===== src/rtl/inner_prod_if.sv =====
// Stream/result bundle between the vector source, coefficient memory and inner_prod.
interface inner_prod_if #(
    parameter int pcw = 10
);
    logic                    start;
    logic signed [17:0]      x;
    logic signed [17:0]      k_out;
    logic        [pcw-1:0]   k_out_addr;
    logic                    run;
    logic signed [17:0]      result;
    logic                    result_valid;

    modport master (
        output start, x, k_out,
        input  k_out_addr, run, result, result_valid
    );

    modport slave (
        input  start, x, k_out,
        output k_out_addr, run, result, result_valid
    );
endinterface


===== src/rtl/inner_prod.sv =====
// Dot product of a streamed vector x with coefficients k, shifted and saturated to 18 bits.
// Result strobes 4 cycles after the last element; no backpressure, start restarts at any time.
module inner_prod #(
    parameter int pcw   = 10,
    parameter int nlen  = 1024,
    parameter int shift = 17
) (
    input  logic          clk,
    input  logic          rst,
    inner_prod_if.slave   bus
);
    localparam int aw = 36 + pcw;
    localparam logic [pcw-1:0]       last_pc = pcw'(nlen - 1);
    localparam logic signed [aw-1:0] pos_max = aw'(131071);
    localparam logic signed [aw-1:0] neg_min = aw'(-131072);

    typedef enum logic {IDLE, RUN} state_t;

    state_t             state;
    logic [pcw-1:0]     pc;
    logic               run_q;

    logic signed [17:0] x_a;
    logic               vld_a, first_a, last_a;
    logic signed [35:0] prod;
    logic               vld_b, first_b, last_b;
    logic signed [aw-1:0] acc;
    logic               last_c;
    logic signed [aw-1:0] shifted;
    logic signed [17:0] sat;
    logic signed [17:0] result_q;
    logic               result_valid_q;

    assign bus.k_out_addr   = pc;
    assign bus.run          = run_q;
    assign bus.result       = result_q;
    assign bus.result_valid = result_valid_q;

    // start always wins, so a restart or a back-to-back vector begins at pc=0 next cycle
    always_ff @(posedge clk or posedge rst) begin
        if (rst) begin
            state <= IDLE;
            pc    <= '0;
            run_q <= 1'b0;
        end else if (bus.start) begin
            state <= RUN;
            pc    <= '0;
            run_q <= 1'b1;
        end else if (state == RUN) begin
            if (pc == last_pc) begin
                state <= IDLE;
                pc    <= '0;
                run_q <= 1'b0;
            end else begin
                pc    <= pc + 1'b1;
            end
        end
    end

    always_ff @(posedge clk or posedge rst) begin
        if (rst) begin
            x_a     <= '0;
            vld_a   <= 1'b0;
            first_a <= 1'b0;
            last_a  <= 1'b0;
            prod    <= '0;
            vld_b   <= 1'b0;
            first_b <= 1'b0;
            last_b  <= 1'b0;
            acc     <= '0;
            last_c  <= 1'b0;
        end else begin
            x_a     <= bus.x;
            vld_a   <= run_q;
            first_a <= run_q && (pc == '0);
            last_a  <= run_q && (pc == last_pc);

            // 36-bit product still holds (-2^17)*(-2^17) = 2^34
            prod    <= 36'(bus.k_out) * 36'(x_a);
            vld_b   <= vld_a;
            first_b <= first_a;
            last_b  <= last_a;

            if (vld_b)
                acc <= first_b ? aw'(prod) : acc + aw'(prod);
            last_c  <= vld_b && last_b;
        end
    end

    assign shifted = acc >>> shift;

    always_comb begin
        sat = shifted[17:0];
        if (shifted > pos_max)
            sat = 18'h1FFFF;
        else if (shifted < neg_min)
            sat = 18'h20000;
    end

    always_ff @(posedge clk or posedge rst) begin
        if (rst) begin
            result_q       <= '0;
            result_valid_q <= 1'b0;
        end else begin
            result_valid_q <= last_c;
            if (last_c)
                result_q <= sat;
        end
    end
endmodule

===== src/flat_wrapper.sv =====
// flat-port wrapper written by rule: the top's interface ports become plain ports
module inner_prod_flat 
#(
    parameter int pcw   = 10,
    parameter int nlen  = 1024,
    parameter int shift = 17
)
  (clk, rst, bus_start, bus_x, bus_k_out, bus_k_out_addr, bus_run, bus_result, bus_result_valid);
  inner_prod_if #(.pcw(pcw)) bus_i ();
  input  logic clk;
  input  logic rst;
  input wire logic [$bits(bus_i.start)-1:0] bus_start;
  input wire logic [$bits(bus_i.x)-1:0] bus_x;
  input wire logic [$bits(bus_i.k_out)-1:0] bus_k_out;
  output wire logic [$bits(bus_i.k_out_addr)-1:0] bus_k_out_addr;
  output wire logic [$bits(bus_i.run)-1:0] bus_run;
  output wire logic [$bits(bus_i.result)-1:0] bus_result;
  output wire logic [$bits(bus_i.result_valid)-1:0] bus_result_valid;
  assign bus_i.start = bus_start;
  assign bus_i.x = bus_x;
  assign bus_i.k_out = bus_k_out;
  assign bus_k_out_addr = bus_i.k_out_addr;
  assign bus_run = bus_i.run;
  assign bus_result = bus_i.result;
  assign bus_result_valid = bus_i.result_valid;
  inner_prod #(.pcw(pcw), .nlen(nlen), .shift(shift)) u_core (.clk(clk), .rst(rst), .bus(bus_i));
endmodule

===== config.mk =====
export PLATFORM = sky130hd
export DESIGN_NAME = inner_prod_flat
export DESIGN_NICKNAME = d
export VERILOG_FILES = /design/src/rtl/inner_prod_if.sv /design/src/rtl/inner_prod.sv /design/src/flat_wrapper.sv
export SDC_FILE = /design/constraint.sdc
export NUM_CORES = 1
export LEC_CHECK = 0
export CAP_MARGIN = 10
export CORE_ASPECT_RATIO = 1.75
export CORE_MARGIN = 2
export CORE_UTILIZATION = 50
export CTS_CLUSTER_DIAMETER = 200
export DETAILED_ROUTE_END_ITERATION = 7
export GPL_TIMING_DRIVEN = 0
export PLACE_DENSITY = 0.7
export SLEW_MARGIN = 20
export SYNTH_ARGS = -nofsm -noshare
export SYNTH_HDL_FRONTEND = slang
export SYNTH_SLANG_ARGS = --single-unit

===== constraint.sdc =====
create_clock -name clk -period 6.6 [get_ports clk]
set_input_delay 1.32 -clock clk [delete_from_list [all_inputs] [get_ports clk]]
set_output_delay 1.32 -clock clk [all_outputs]
set_load 0.02 [all_outputs]

==> results.sh, run 1 <==
export IMPL_die_area_um2=40480
export IMPL_fill_cells=3310
export IMPL_syn_instance_count=2105
export IMPL_yosysWarnings=0
export IMPL_holdBufCountCts=0
export IMPL_netlist_area_um2=19410
export IMPL_vias=14810
export IMPL_gp_congestion=0.9400
export IMPL_insertion_delay_ns=0.46
export IMPL_antenna_left=0
export IMPL_nets=2732
export IMPL_worstPathRequired_ns=6.96
export IMPL_cts_root_buf="clkbuf_16"
export IMPL_clk_pin_slew_ns=0.06
export IMPL_synth_top_cell_by_area="fa_1"
export IMPL_routed_via_density=5.446
export IMPL_first_iter_violations=750
export IMPL_start_kind="input pin"
export IMPL_rsz0062_at_grt="true"
export IMPL_globalRouteTotalUtil_pct=25.97
export IMPL_drive_gt1_share_pct=9.575
export IMPL_cts_buffers=17
export IMPL_clockBufferDepth=2
export IMPL_crit_fanout=9
export IMPL_die_height_um=264.7
export IMPL_async_flop_share_pct=100.0
export IMPL_slew_headroom_pct=41.66
export IMPL_setup_ws_ns=0.02457
export IMPL_rrSetupSlack_ns=0.07
export IMPL_dpl_hpwl_um=41430
export IMPL_pre_cts_slack_ns=-1.651
export IMPL_ys_flop_type="dfrtp_1"
export IMPL_ioPinCount=69
export IMPL_grt_pass1_vias=16630
export IMPL_rows=95
export IMPL_fin_tns_setup_ns=0
export IMPL_synth_edf_count=0
export IMPL_grt_max_degree=84
export IMPL_dieWidth_um=153.0
export IMPL_syn_avg_cell_area_um2=9.223
export IMPL_fin_cells=2720
export IMPL_synth_top_area_share_pct=34.03
export IMPL_fin_crit_sh_pct=99.63
export IMPL_hold_viol_final=0
export IMPL_netlist_top_cells_area="fa_1 (34%), dfrtp_1 (18%), ha_1 (9.0%), inv_1 (8.7%), and2_1 (5.2%)"
export IMPL_start_util_pct=50.57
export IMPL_drt_total_wl_um=49830
export IMPL_antenna_found_initial=0
export IMPL_synth_common_cells="inv_1 (448), fa_1 (330), nand2_1 (198), and2_1 (161), ha_1 (140)"
export IMPL_synth_seq_cells=138
export IMPL_yosysMostFrequentCell="inv_1"
export IMPL_cts_tree="built"
export IMPL_fin_worst_skew_ns=0.01575
export IMPL_syn_to_final_growth_pct=14.95
export IMPL_yosysSeqAreaShare_pct=17.79
export IMPL_hp_class="reg2reg"
export IMPL_fin_area_um2=22320
export IMPL_core_area_um2=38390
export IMPL_synthesis_nets=2614
export IMPL_synthDistinctLibCells=66
export IMPL_finalSetupViolCount=0
export IMPL_path_class="in2reg"
export IMPL_clock_sinks=138
export IMPL_htreeDepth=4
export IMPL_end_kind="flop"
export IMPL_status="complete, no violations"
export IMPL_port_buffers=67
export IMPL_finalMaxSlewViolations=0
export IMPL_wl_per_cell_um=18.32
export IMPL_tightestPinTransition_ns=0.8751
export IMPL_place_area_um2=20960
export IMPL_fmax_ghz=0.1521
export IMPL_drc=0
export IMPL_grt_overflow=0
export IMPL_max_cap_viol_count=0
export IMPL_grt_first_pass_wirelength_um=82600
export IMPL_cp_arrival_ns=6.94
export IMPL_antennaDiodeCount=0
export IMPL_period_needed_ns=6.575
export IMPL_dr_pass1_iters=5
export IMPL_numPlacedInstances=2658
sequential cells by signal, summed over array words and instances, names as in the netlist:
| name | cells |
|---|---|
| u_core.first_b | 1 |
| u_core.last_b | 1 |
| u_core.last_c | 1 |
| u_core.first_a | 1 |
| u_core.vld_a | 1 |
| u_core.x_a | 18 |
| u_core.state | 1 |
| u_core.bus.result | 18 |
| u_core.acc | 46 |
| u_core.bus.k_out_addr | 10 |
| u_core.vld_b | 1 |
| u_core.last_a | 1 |
| u_core.bus.run | 1 |
| u_core.bus.result_valid | 1 |
| u_core.prod | 36 |
stage by stage:
step           util (%)  hold slack [ns]
2_1_floorplan         -           0.3312
3_3_place_gp      54.51           0.3432
3_5_place_dp      54.60           0.3434
4_1_cts           57.47           0.3479
5_1_grt           58.12           0.3569
6_report          58.12           0.3477
repair_timing:
action	CTS	global route
resized for setup	192	53
setup endpoints to repair	21	8
pin swaps	35	32
gates cloned	0	0
buffers inserted	19	15
layout by cell type, fill, tap and decap left out, types with 13 or more instances in the layout:
master,count
clkdlybuf4s50_1,49
xnor2_1,52
nor2_1,118
a21o_1,42
and2_1,156
fa_1,323
nand2b_1,21
o21ai_0,31
nand2_1,193
dfrtp_1,138
o21a_1,15
nand3_1,18
nor3_1,14
ha_1,127
buf_4,35
clkbuf_1,30
nor2b_1,13
clkbuf_16,28
clkbuf_2,17
xor2_1,30
a21oi_1,101
o22ai_1,18
inv_1,435
path summary, 6_finish.rpt:
check	startpoint	to	depth (start not counted)
setup / recovery	bus_k_out[8]	u_core.prod[33]	23
hold / removal	u_core.vld_a	u_core.vld_b	0
setup reg to reg	u_core.x_a[9]	u_core.prod[33]	24
hold reg to reg	u_core.vld_a	u_core.vld_b	0
max in group asynchronous	rst	u_core.bus.result[11]	3
min in group asynchronous	rst	u_core.acc[4]	2
critical path, cell delays in order:
cell	delay, ns
buf_12	0.13
and2_4	0.16
fa_1	0.53
inv_1	0.05
fa_1	0.48
fa_1	0.53
inv_2	0.05
fa_1	0.49
fa_1	0.51
inv_1	0.05
fa_1	0.52
inv_2	0.05
ha_4	0.25
a21o_1	0.16
a21o_1	0.16
a221o_1	0.32
a21oi_2	0.18
o221ai_2	0.17
a31oi_4	0.23
a311oi_4	0.13
a21o_1	0.19
a21oi_2	0.15
xnor2_2	0.13
layer usage:
| layer | global-route usage (%) | share of wire (%) |
|---|---|---|
| met3 | 3.417 | 3.4 |
| met1 | 25.77 | 35 |
| met4 | 17.99 | 7.6 |
| met2 | 49.34 | 54 |
| met5 | 0 | 0 |
logic make-up (layout without fill, tap and decap cells):
kind of cell / Yosys count / in the layout / synth area share (%)
buffers and inverters: 520 / 650 / 10.10
AOI/OAI and AO/OA: 296 / 296 / 10.02
xor gates and xnor gates: 83 / 83 / 3.745
and+or+nand+nor: 590 / 590 / 14.87
DFF: 138 / 138 / 17.79
muxes: 8 / 8 / 0.4318
adders and majority gates: 470 / 470 / 43.05
area by class of cell:
class                           count  area, µm²  area share (%)
Tap cell                          485      606.8           2.719
Timing Repair Buffer              102       1035           4.637
Clock buffer                       17      425.4           1.906
Buffer                             69      604.3           2.708
Clock inverter                     14      122.6          0.5495
Sequential cell                   138       3453           15.48
Inverter                          448       1693           7.586
Multi-Input combinational cell   1447      14380           64.42
Power of run 1 is not shown: default switching activity piles up to over one toggle a cycle in this logic, so the estimate is an artifact.
==> inputs of run 2 (changes only) <==
--- a/config.mk
+++ b/config.mk
@@ -11,7 +11,6 @@
 export CORE_UTILIZATION = 50
 export CTS_CLUSTER_DIAMETER = 200
 export DETAILED_ROUTE_END_ITERATION = 7
-export GPL_TIMING_DRIVEN = 0
 export PLACE_DENSITY = 0.7
 export SLEW_MARGIN = 20
 export SYNTH_ARGS = -nofsm -noshare
==> results.sh, run 2 (synthesis gave the netlist of run 1 again) <==
export IMPL_fin_cells=2823
export IMPL_pre_cts_slack_ns=-1.045
export IMPL_clockBufferDepth=2
export IMPL_rows=95
export IMPL_period_needed_ns=6.758
export IMPL_cts_root_buf="clkbuf_16"
export IMPL_largest_reg_flops=46
export IMPL_holdBufCountCts=0
export IMPL_drc=0
export IMPL_drive_gt1_share_pct=15.70
export IMPL_first_iter_violations=649
export IMPL_syn_to_final_growth_pct=18.74
export IMPL_ioPinCount=69
export IMPL_cts_tree="built"
export IMPL_fin_worst_skew_ns=0.02090
export IMPL_r2r_cells=23
export IMPL_cts_buffers=17
export IMPL_antenna_found_initial=0
export IMPL_dpl_hpwl_um=38410
export IMPL_finalMaxSlewViolations=0
export IMPL_hp_class="reg2reg"
export IMPL_die_area_um2=40480
export IMPL_tightestPinTransition_ns=0.8637
export IMPL_setup_ws_ns=-0.1582
export IMPL_fin_crit_sh_pct=102.4
export IMPL_vias=15000
export IMPL_fmax_ghz=0.1480
export IMPL_finalSetupViolCount=5
export IMPL_clk_pin_slew_ns=0.06
export IMPL_max_cap_viol_count=0
export IMPL_reg_largest_list="u_core.acc (46), u_core.prod (36)"
export IMPL_start_kind="input pin"
export IMPL_drt_total_wl_um=48300
export IMPL_critical_path_most_common_cell="fa_1"
export IMPL_r2r_start="u_core.x_a[3]"
export IMPL_worstPathBufferInverterCount=7
export IMPL_dr_pass1_iters=5
export IMPL_insertion_delay_ns=0.46
export IMPL_slowest_delay_ns=0.55
export IMPL_antenna_left=0
export IMPL_dieWidth_um=153.0
export IMPL_violations="negative setup slack"
export IMPL_port_buffers=68
export IMPL_path_class="in2reg"
export IMPL_rrSetupSlack_ns=-0.05
export IMPL_layout_common_cells="inv_1 (429), fa_1 (315), nand2_1 (186)"
export IMPL_hold_viol_final=0
export IMPL_crit_start="bus_k_out[8]"
export IMPL_regMostFlops="u_core.acc"
export IMPL_routed_via_density=5.313
export IMPL_hp_start="u_core.vld_a"
export IMPL_core_area_um2=38390
export IMPL_final_common_cell="inv_1"
export IMPL_rsz0062_at_grt="true"
export IMPL_grt_max_degree=87
export IMPL_grt_first_pass_wirelength_um=80710
export IMPL_critPathSlowestCell="fa_1"
export IMPL_gp_congestion=0.9242
export IMPL_fin_util_pct=60.04
export IMPL_crit_fanout=5
export IMPL_fin_tns_setup_ns=-0.4915
export IMPL_cp_top_family="adder cells"
export IMPL_grt_pass1_vias=16770
export IMPL_numPlacedInstances=2747
export IMPL_antennaDiodeCount=0
export IMPL_fill_cells=3225
export IMPL_nets=2834
export IMPL_worstPathRequired_ns=6.97
export IMPL_htreeDepth=4
export IMPL_globalRouteTotalUtil_pct=24.99
export IMPL_end_kind="flop"
export IMPL_status="finished with violations"
export IMPL_min_to="u_core.vld_b"
export IMPL_cp_arrival_ns=7.13
export IMPL_die_height_um=264.7
export IMPL_clock_sinks=138
export IMPL_wl_per_cell_um=17.11
export IMPL_slew_headroom_pct=42.42
export IMPL_start_util_pct=50.57
export IMPL_r2r_end="u_core.prod[35]"
export IMPL_grt_overflow=0
export IMPL_min_delay_path_depth=0
## run 2: changes by cell type in the layout (fill, tap and decap cells not counted), sizes merged
cell and change:
bufbuf +1, clkdlybuf4s15 +1, clkinvlp +4, dlygate4sd2 +3
buf +152, clkbuf -53, clkinv -7, clkdlybuf4s50 +1
bufinv +1
## run 2: worst register-to-register path, stage by stage (launching register included)
cell and delay [ns]:
dfrtp_1 0.91, nand2_1 0.22, fa_1 0.62, fa_1 0.45
fa_1 0.52, inv_2 0.05, fa_1 0.49, fa_1 0.55
inv_2 0.05, fa_1 0.51, inv_2 0.05, ha_4 0.21
a21o_1 0.16, a21o_1 0.15, a221o_1 0.38, a21oi_4 0.17
o221ai_4 0.14, a31oi_1 0.19, buf_4 0.15, a311oi_4 0.11
nand2b_1 0.11, nand2_1 0.07, a21oi_2 0.18, xnor2_2 0.13
## run 2: per-stage QoR
| step | instance area (µm²) | hold WS (ns) |
|---|---|---|
| after detailed placement | 21810 | 0.3365 |
| final | 23050 | 0.3481 |
| after global placement | 21810 | 0.3408 |
| after CTS | 22880 | 0.3511 |
| after global routing | 23050 | 0.3579 |
| after floorplan | 19650 | 0.3312 |
## run 2: per-layer routing
layer	global-route usage [%]	share of wire (%)	vias up
met5	0	0	-
met4	12.89	5.6	0
met3	2.795	3.4	163
met2	48.27	55	394
met1	26.36	36	7507
li1	-	-	6935
## run 2: cell type report
type	count	area, µm²	share of cell area (%)
multi-input combinational	1447	14400	62.47
sequential	138	3456	14.99
timing repair buffer	273	2312	10.03
inverter	448	1690	7.333
tap	485	606.8	2.632
clock buffer	20	446.7	1.938
clock inverter	12	140.1	0.6079
## run 2: how the worst max path moves through the flow
| stage | to | slack, ns | cells after the start |
|---|---|---|---|
| after global placement | u_core.prod[33] | -0.91 | 24 |
| after global routing | u_core.prod[33] | -0.37 | 25 |
| after detailed placement | u_core.prod[35] | -1.05 | 23 |
| after CTS | u_core.prod[33] | -0.16 | 26 |
| final | u_core.prod[35] | -0.16 | 26 |
| after floorplan | u_core.prod[33] | -0.06 | 24 |
## run 2: timing repair
item / CTS / global route
setup buffers: 35 / 12
pin swaps: 67 / 62
gates cloned: 4 / 0
endpoints found under the setup margin: 14 / 14
resized for setup: 102 / 66
Power of run 2 is left out for the same reason.
